<file path="src/rtl/uart_rx_os16.sv">
// uart_rx_os16 -- 16x oversampling UART receiver.
//
// Recovers one asynchronous serial frame (start bit, dataBits data bits sent
// LSB first, stop bit) from rx, using sTick as a 16x-baud sampling enable.
// The start bit is checked at its middle (tick 7), each data bit is sampled
// 16 ticks later, and the stop bit is sampled sbTick ticks after the last
// data bit.
//
// Parameters:
//   dataBits   data bits per frame (must be >= 2)
//   sbTick     sTick pulses in the stop bit (16 = one stop bit)
// Ports:
//   clk        clock, all state updates on the rising edge
//   reset      synchronous active-low reset
//   sTick      one-clk oversampling enable, 16 per bit period
//   rx         asynchronous serial line, idles high
//   dout       last received data word
//   rxDoneTick one-clk strobe, high in the clk in which dout is updated
//   frameErr   1 when the stop bit of the last completed frame was low
module uart_rx_os16 #(
    parameter int dataBits = 8,
    parameter int sbTick   = 16
) (
    input  logic                clk,
    input  logic                reset,
    input  logic                sTick,
    input  logic                rx,
    output logic [dataBits-1:0] dout,
    output logic                rxDoneTick,
    output logic                frameErr
);

    localparam int NW = (dataBits > 1) ? $clog2(dataBits) : 1;
    localparam logic [3:0]    S_MID     = 4'd7;
    localparam logic [3:0]    S_LAST    = 4'd15;
    localparam logic [3:0]    S_STOP    = 4'(sbTick - 1);
    localparam logic [NW-1:0] N_LAST    = NW'(dataBits - 1);

    typedef enum logic [1:0] {
        IDLE,
        START,
        DATA,
        STOP
    } state_t;

    state_t               state_q, state_d;
    logic [3:0]           s_q, s_d;
    logic [NW-1:0]        n_q, n_d;
    logic [dataBits-1:0]  b_q, b_d;
    logic [dataBits-1:0]  dout_q, dout_d;
    logic                 frameErr_q, frameErr_d;
    logic                 done_q, done_d;
    logic                 sync1_q, sync2_q;
    logic                 rxS;

    // Two-flop synchronizer; resets to the idle line level so a reset never
    // looks like a falling edge.
    always_ff @(posedge clk) begin
        if (!reset) begin
            sync1_q <= 1'b1;
            sync2_q <= 1'b1;
        end else begin
            sync1_q <= rx;
            sync2_q <= sync1_q;
        end
    end

    assign rxS = sync2_q;

    always_ff @(posedge clk) begin
        if (!reset) begin
            state_q    <= IDLE;
            s_q        <= '0;
            n_q        <= '0;
            b_q        <= '0;
            dout_q     <= '0;
            frameErr_q <= 1'b0;
            done_q     <= 1'b0;
        end else begin
            state_q    <= state_d;
            s_q        <= s_d;
            n_q        <= n_d;
            b_q        <= b_d;
            dout_q     <= dout_d;
            frameErr_q <= frameErr_d;
            done_q     <= done_d;
        end
    end

    always_comb begin
        state_d    = state_q;
        s_d        = s_q;
        n_d        = n_q;
        b_d        = b_q;
        dout_d     = dout_q;
        frameErr_d = frameErr_q;
        done_d     = 1'b0;

        unique case (state_q)
            // Edge detection runs every clk, not only on sTick, so the start
            // bit phase is measured from the synchronized falling edge.
            IDLE: begin
                if (!rxS) begin
                    state_d = START;
                    s_d     = '0;
                end
            end
            START: begin
                if (sTick) begin
                    if (s_q == S_MID) begin
                        if (!rxS) begin
                            state_d = DATA;
                            s_d     = '0;
                            n_d     = '0;
                        end else begin
                            // Line went back high by mid-bit: a glitch.
                            state_d = IDLE;
                        end
                    end else begin
                        s_d = s_q + 4'd1;
                    end
                end
            end
            DATA: begin
                if (sTick) begin
                    if (s_q == S_LAST) begin
                        s_d = '0;
                        b_d = {rxS, b_q[dataBits-1:1]};
                        if (n_q == N_LAST) begin
                            state_d = STOP;
                        end else begin
                            n_d = n_q + NW'(1);
                        end
                    end else begin
                        s_d = s_q + 4'd1;
                    end
                end
            end
            STOP: begin
                if (sTick) begin
                    if (s_q == S_STOP) begin
                        // A low stop bit still delivers the word, flagged.
                        state_d    = IDLE;
                        dout_d     = b_q;
                        frameErr_d = ~rxS;
                        done_d     = 1'b1;
                    end else begin
                        s_d = s_q + 4'd1;
                    end
                end
            end
            default: state_d = IDLE;
        endcase
    end

    assign dout       = dout_q;
    assign frameErr   = frameErr_q;
    assign rxDoneTick = done_q;

endmodule

</file>
<file path="config.mk">
export PLATFORM = sky130hd
export DESIGN_NAME = uart_rx_os16
export DESIGN_NICKNAME = d
export VERILOG_FILES = /design/src/rtl/uart_rx_os16.sv
export SDC_FILE = /design/constraint.sdc
export NUM_CORES = 1
export LEC_CHECK = 0
export CAP_MARGIN = 5
export CORE_UTILIZATION = 55
export CTS_CLUSTER_DIAMETER = 200
export DETAILED_ROUTE_END_ITERATION = 16
export PLACE_DENSITY = 0.78
export RECOVER_POWER = 100
export SETUP_SLACK_MARGIN = 0.5
export SLEW_MARGIN = 5
export SYNTH_ARGS = -nofsm -noshare
export SYNTH_HDL_FRONTEND = slang
export SYNTH_SLANG_ARGS = --single-unit
</file>
<file path="constraint.sdc">
create_clock -name clk -period 3.24 [get_ports clk]
set_clock_uncertainty 0.1 [all_clocks]
set_input_delay 0.324 -clock clk [delete_from_list [all_inputs] [get_ports clk]]
set_output_delay 0.324 -clock clk [all_outputs]
set_load 0.05 [all_outputs]
</file>
==> run summary, run 1 <==
The flow ran to the end, and the final reports show no timing, DRC or antenna violations. The number of cells produced by synthesis is 135, and the synthesized net count is 142. The run gives 0 as the number of endpoints with negative hold slack in the final report.

Net switching share of the total power: 20.6%. The count of input and output buffers is 13, and the number of flops mapped to enable cells by yosys is 0. The tools report the largest net degree at the start of global routing as 27. The total I/O pin count is 14. The post-route cell area is 1470 um2, and the final worst setup slack is 1.26 ns. The tools report the total via count in the routed design as 960. Most frequently used cell type in the post-synthesis netlist: dfxtp_1.

The standard cell with the maximum stage delay on the critical path was dfxtp_1. STA classifies the critical path startpoint as a register. Dividing the synthesized area by the synthesized cell count gives 9.58 um2.

The maximum level of the CTS H-tree came out at 2. Post-CTS repair changed the size of 0 cells. The slew at the pin closest to its max-slew limit came out at 0.612 ns.

The floorplan step defined a die boundary enclosing 2550 um2. The type of the tightest min-delay check is reg2reg. In this run the cell area of the synthesized design comes to 1290 um2.

Max-slew violation total from the final report: 0. The post-route netlist has 8.16% of its cells at a drive strength greater than 1. For this run the aggregate overflow at the end of global routing stands at 0.

Based on the critical path, the design can be clocked at up to 505 MHz. In this design, the largest share of critical-path delay is due to simple AND/OR/NAND/NOR gates. The sequential cells in the finished layout cover a total of 581 um2.

The placement-stage worst setup slack is 1.01 ns. The final critical-path required period works out to 1.98 ns. The cell at the root of the clock tree was clkbuf_4. Overall power consumption after layout is estimated at 665 uW. Across the VDD grid, the largest voltage drop is 399 uV.

Relative to the synthesized area, the layout overhead comes to 13.3%. The floorplan step set the die height to 50.5 um. The internal portion of the total power is 527 uW. The number of register bits inferred by synthesis is 29.

TritonCTS built the clock tree. The first global-routing pass estimated 3880 um of wire. Effective utilization at floorplan: 58.5%. After detailed routing, the average wire length per cell comes to 12.1 um.

For the number of global-route vias before repair, the log shows 873. The most instantiated flip-flop cell in the synthesis netlist is dfxtp_1. By count the netlist is led by 29 x dfxtp_1, 23 x nor2_1, 20 x mux2i_1. After synthesis, the cell types taking the most area are dfxtp_1 45%, mux2i_1 15%, nor2_1 6.7%. The arrival time at the worst endpoint is 2.09 ns.

In the finished design, the share of the clock period the worst path needs comes to 61.1%. At the end of the flow the core is filled with cells to 66.3%. The logs give 0 for the number of maximum-capacitance constraint violations and 622 um2 for the multi-input logic area. Once detail routing completed, the nets flagged for antenna violations numbered 0. The filler cells instantiated in the layout total 182. The HPWL after detailed placement was 1460 um; the leakage power summed over all cells was 0.661 nW. Clock latency on the worst-skew pair, taken at its later pin, is 0.32 ns.

STA classifies the critical path endpoint as a register. The final setup TNS was 0 ns. Setup repair after global routing left no endpoint under its margin. Counting both buffers and inverters, the worst setup path holds a total of 0. The number of setup buffers added after CTS is 0. After the last flow step, the layout net total stands at 154.

Clock-pin slew was measured on the worst setup and hold paths at 0.09 ns. Walking the worst path, the cells encountered are and4_1 -> nand3_1 -> mux2i_1 -> nor2_1. The top fanout value on the critical path is 16, and the number of buffers added by the clock tree synthesis step is 5. Across every metal layer, demand over resource in global routing totals 20.6%. The detailed router finished its first iteration with 22 violations. In this run the cell area measured after placement is 1400 um2.

For the clock group share of total power, the log shows 41.1%. Setup violations remaining at the end of the flow were counted as 0. The initial antenna violation count came out at 0. Library cell with the largest summed area after synthesis: dfxtp_1. The sequential area share after synthesis is 44.9%, and the tightest slew margin relative to the limit is 59.1%. The longest clock path from root to sink contains 2 buffers.

The netlist uses 37 different library cells. Routability-driven placement finished with a final weighted congestion of 0.773. The share of synthesized area in the top cell type comes to 44.9%. For this run, the slowest stage of the critical path takes 0.64 ns. For this block, the routed nets add up to 2110 um of wire. The initialized floorplan defines 17 standard-cell rows. 0 antenna diodes ended up in the layout. Using the TritonRoute via totals, the vias-per-cell ratio works out to 5.49. The horizontal extent of the die was 50.5 um; the net load switching power was 137 uW. Of the total power, registers draw 54.8%. Standard cell core area: 2210 um2. The tools report the number of warnings issued by yosys as 0. The worst setup path is of the reg2reg kind.

The endpoint required time on the critical path was 3.35 ns; the fraction of registers with async set/reset was 0%. Power spread over the standard cell area amounts to 453 nW/um2. The combinational share of power is 4.0%. Counting every sink on the clock net gives 29. In the routed design, unresolved DRC markers number 0.

The number of hold buffers added after CTS is 0. The pre-antenna-repair detailed-routing pass consisted of 4 iterations.
-- stage by stage --
stage | hold slack [ns] | instances
3_3_place_gp | 0.291 | 168
4_1_cts | 0.340 | 175
2_1_floorplan | 0.286 | 135
6_report | 0.346 | 175
3_5_place_dp | 0.316 | 168
5_1_grt | 0.373 | 175
-- sequential cells by signal (all words and copies together), names as in the netlist, named ones only --
name and flops:
state_q 1, sync1_q 1, n_q 3, rxDoneTick 1
rxS 1, s_q 4, b_q 8, frameErr 1
dout 8
-- layout by cell type (no fill, tap or decap), types with 3 or more instances in the layout --
master / instances
a21oi_1: 4
o21ai_0: 4
nand3_1: 4
clkbuf_4: 5
and3_1: 3
nand2_1: 7
nor2_1: 23
mux2i_1: 20
dlygate4sd3_1: 11
inv_1: 4
dfxtp_1: 29
ha_1: 3
-- kinds of logic after synthesis --
logic type               count (synthesis)  synth area share (%)
flip-flops                              29                  44.9
multiplexers                            21                  16.3
AND/OR/NAND/NOR                         47                  17.2
AO/OA/AOI/OAI                           20                  10.6
XOR/XNOR                                 1                  1.26
adder cells (fa/ha/maj)                  3                  2.90
buffers and inverters                   14                  6.77
-- power groups by stage --
stage	clock network, mW	registers, mW	logic [mW]
6_report	0.273	0.364	0.0268
5_1_grt	0.293	0.366	0.0304
4_1_cts	0.280	0.364	0.0271
3_5_place_dp	0	0.373	0.0271
3_3_place_gp	0	0.373	0.0261
2_1_floorplan	0	0.370	0.0198
-- final timing paths --
kind	startpoint	endpoint	slack (ns)	cells past startpoint
min reg2reg	sync1_q$_SDFF_PN1_	rxS$_SDFF_PN1_	0.35	1
min	sync1_q$_SDFF_PN1_	rxS$_SDFF_PN1_	0.35	1
max reg2reg	register	dout[0]$_SDFFE_PN0P_	1.26	4
max	register	dout[0]$_SDFFE_PN0P_	1.26	4
-- cell type report --
class	count	area share, %
Inverter	5	1.28
Timing Repair Buffer	14	9.39
Clock inverter	2	2.39
Tap cell	28	2.39
Clock buffer	5	2.56
Sequential cell	29	39.6
Multi-Input combinational cell	92	42.4
-- worst register-to-register path, stage by stage (launching register included) --
cell	delay, ns
dfxtp_1	0.64
and4_1	0.29
nand3_1	0.45
mux2i_1	0.33
nor2_1	0.06
-- layer usage --
| metal | part of all wire [%] | track usage, % |
|---|---|---|
| met5 | 0 | 0 |
| met4 | 2.1 | 8.33 |
| met3 | 4.4 | 8.18 |
| met2 | 45 | 30.4 |
| met1 | 48 | 26.7 |
No activity file was read; power rests on OpenSTA's default activity.
==> inputs of run 2 (changes only) <==
--- a/config.mk
+++ b/config.mk
@@ -6,10 +6,10 @@
 export NUM_CORES = 1
 export LEC_CHECK = 0
 export CAP_MARGIN = 5
-export CORE_UTILIZATION = 55
+export CORE_UTILIZATION = 49
 export CTS_CLUSTER_DIAMETER = 200
 export DETAILED_ROUTE_END_ITERATION = 16
-export PLACE_DENSITY = 0.78
+export PLACE_DENSITY = 0.74
 export RECOVER_POWER = 100
 export SETUP_SLACK_MARGIN = 0.5
 export SLEW_MARGIN = 5
==> constraint.sdc (replaced) <==
create_clock -name clk -period 1.8 [get_ports clk]
set_clock_uncertainty 0.1 [all_clocks]
set_input_delay 0.18 -clock clk [delete_from_list [all_inputs] [get_ports clk]]
set_output_delay 0.18 -clock clk [all_outputs]
set_load 0.05 [all_outputs]
==> run 2 against run 1 <==
  * Final cell count grew 11%
  * Sequential share of layout area shrank 3.1 points
  * Clock-buffer cell count is the same
  * Worst setup slack lost 1.1 ns
  * Power grew 66%
  * Sequential cell count is the same
  * Critical path depth grew 2
  * Critical path type unchanged
  * Largest power group unchanged
==> run summary, run 2 (synthesis results as in run 1) <==
The flow ran to the end, and the final reports show no timing, DRC or antenna violations. Total power divided by cell area: 683 nW/um2 (+51%). The number of buffer and inverter stages on the critical path works out to 1 (+1). The type of element capturing the critical path was a register. The HPWL after detailed placement is 1710 um (+17%). The total I/O pin count was 14 (unchanged).

The run gives 58 (+160%) as the DRC marker count from the first detailed-route iteration. Count of input and output buffers: 13 (unchanged). The run gives 2 (unchanged) as the maximum level of the CTS H-tree. The critical path goes through ha_4 -> and4_4 -> nand3_1 -> clkbuf_1 -> mux2i_1 -> nor2_1. For the clock latency of the later-clocked register in the worst-skew pair, the log shows 0.33 ns (about the same). The overall overflow remaining after global route was 0 (unchanged). Post-detailed-route DRC marker count: 0 (unchanged).

The share of the clock period used by the worst path after layout works out to 89.4% (+28 points). The final setup TNS was 0 ns (unchanged); the via density per instance was 5.67 (+3.4%). The final critical-path required period was 1.61 ns (-0.370 ns); the initial antenna violation count was 0 (unchanged).

Leaving out fill and tap cells, the most frequent cell in the layout is dfxtp_1. The tools report the final net count as 171 (+11%). The tools report the endpoint required time on the critical path as 1.92 ns (-1.43 ns). The run gives 219 (+20%) as the count of filler cells inserted in the layout.

The overall die height was 53.4 um (+5.7%). The number of setup violations in the final report came out at 0 (unchanged). The tools report the maximum clock insertion buffer count as 2 (unchanged). The tools report the count of standard-cell rows as 18 (+1). The fraction of layout instances using a drive strength above 1 is 26.7% (+19 points), and the number of endpoints with negative hold slack in the final report is 0 (unchanged). The tools report the number of maximum-capacitance constraint violations as 0 (unchanged).

The number of standard cells in the final layout excluding fillers is 195 (+11%). The worst supply voltage drop on vdd was 692 uV (+74%). In this run the worst hold path is classified as in2reg. The peak clock frequency supported by timing was 621 MHz (+23%); the final estimated routing congestion in global placement was 0.805 (+4.2%). The type of origin of the critical path is a register. For the global-route wire length before repair, the log shows 4600 um (+18%). Total power consumption of the routed design: 1.11 mW (+66%). Relative to the synthesized area, the layout overhead comes to 25.1%. The aggregate global-route resource usage is 23.2% (+2.6 points). The max-slew violation total from the final report is 0 (unchanged).

The top fanout value on the critical path was 5 (-11). The horizontal extent of the die came out at 53.4 um (+5.7%). Among all stages on the critical path, the largest delay is contributed by dfxtp_1. The tightest slew margin relative to the limit came out at 58.7% (-0.45 points). The number of hold buffers added after CTS was 0 (unchanged); the count of antenna diodes in the layout was 0 (unchanged). Kind of critical path: reg2reg. The per-cell routed wire length is 14.4 um (+20%). The arrival time at the worst endpoint is 1.73 ns (-0.36 ns), and the clock input transition at the sequential cells of the worst setup and hold paths is 0.09 ns (about the same). The tools report the clock net sink count as 29 (unchanged).

The largest net degree at the start of global routing was 17 (-37%). The tools report the effective utilization at floorplan as 52.2% (-6.3 points). The logs give 1036 (+19%) for the number of global-route vias before repair and 2480 um2 (+12%) for the standard cell core area.

The number of nets with antenna violations after detailed routing came out at 0 (unchanged). The total instance count after detailed placement is 178 (+6.0%). Delay of the slowest cell on the worst path: 0.34 ns (-0.30 ns).

The first-pass detailed-route iteration total came out at 5 (+1). The final wirelength was 2810 um (+33%); the die area was 2850 um2 (+12%). The run gives 5 (unchanged) as the number of buffers added by the clock tree synthesis step.

The slew at the pin closest to its max-slew limit is 0.623 ns (+0.0111 ns). The kind of cell adding the most delay to the critical path is flip-flops. The top cell types in the final layout, fill and taps aside, are 23 x dfxtp_1, 22 x nor2_1, 20 x mux2i_1. Setup repair after global routing could not meet its margin everywhere. TritonCTS built the clock tree. The cell at the root of the clock tree was clkbuf_4. The run gives 0.675 nW (+2.2%) as the leakage power summed over all cells.

The run gives 1106 (+15%) as the total via count in the routed design.
-- run 2: area by class of cell --
class | instances | area (um2) | share of cell area [%]
multi-input combinational | 92 | 706 | 43.6
sequential | 29 | 591 | 36.5
timing repair buffer | 31 | 211 | 13.1
clock buffer | 5 | 37.5 | 2.32
tap | 30 | 37.5 | 2.32
inverter | 5 | 18.8 | 1.16
clock inverter | 3 | 17.5 | 1.08
-- run 2: routing by layer --
| layer | wire length [um] | vias to the layer above | track usage [%] |
|---|---|---|---|
| li1 | - | 530 | - |
| met1 | 1210 | 526 | 27.8 |
| met2 | 1360 | 40 | 36.7 |
| met3 | 176 | 10 | 5.75 |
| met4 | 69 | 0 | 14.0 |
| met5 | 0 | - | 0 |
-- run 2: what timing repair did --
| item | in CTS | in global routing |
|---|---|---|
| pin swaps | 10 | 4 |
| endpoints found under the hold margin | 0 | 0 |
| gates resized for setup | 59 | 16 |
| cloned | 1 | 0 |
| setup endpoints to repair | 36 | 29 |
| buffers inserted | 5 | 3 |
-- run 2: where the power goes --
part	switching, mW	internal, mW
clock network	0.236	0.147
logic	0.0370	0.0307
registers	0.0101	0.646
-- run 2: worst register-to-register path, stage by stage (launching register included) --
cell and delay, ns:
dfxtp_1 0.34, ha_4 0.19, and4_4 0.15, nand3_1 0.09, clkbuf_1 0.34, mux2i_1 0.25, nor2_1 0.05
-- run 2: per-stage QoR --
stage               utilization, %  cell area, um2  hold slack, ns  setup WS, ns
floorplan                        -            1360           0.153         0.352
global placement              61.8            1530           0.292         0.136
detailed placement            61.8            1530           0.302         0.116
CTS                           65.9            1630           0.306         0.273
global route                  65.4            1620           0.336        0.0943
finish                        65.4            1620           0.306         0.191
-- run 2: worst paths after layout --
kind | start | endpoint | slack [ns] | cells after the start
hold reg to reg | sync1_q$_SDFF_PN1_ | rxS$_SDFF_PN1_ | 0.32 | 1
setup / recovery | s_q[0]$_SDFFE_PN0P_ | frameErr$_SDFFE_PN0P_ | 0.19 | 6
hold / removal | rx | sync1_q$_SDFF_PN1_ | 0.31 | 2
setup reg to reg | s_q[0]$_SDFFE_PN0P_ | frameErr$_SDFFE_PN0P_ | 0.19 | 6
==> inputs of run 3 (changes only) <==
--- a/config.mk
+++ b/config.mk
@@ -9,10 +9,10 @@
 export CORE_UTILIZATION = 49
 export CTS_CLUSTER_DIAMETER = 200
 export DETAILED_ROUTE_END_ITERATION = 16
+export HOLD_SLACK_MARGIN = 0.06
 export PLACE_DENSITY = 0.74
 export RECOVER_POWER = 100
 export SETUP_SLACK_MARGIN = 0.5
-export SLEW_MARGIN = 5
 export SYNTH_ARGS = -nofsm -noshare
 export SYNTH_HDL_FRONTEND = slang
 export SYNTH_SLANG_ARGS = --single-unit
==> results of run 3 <==
The final DEF is identical to that of run 2; final timing and power are the same.
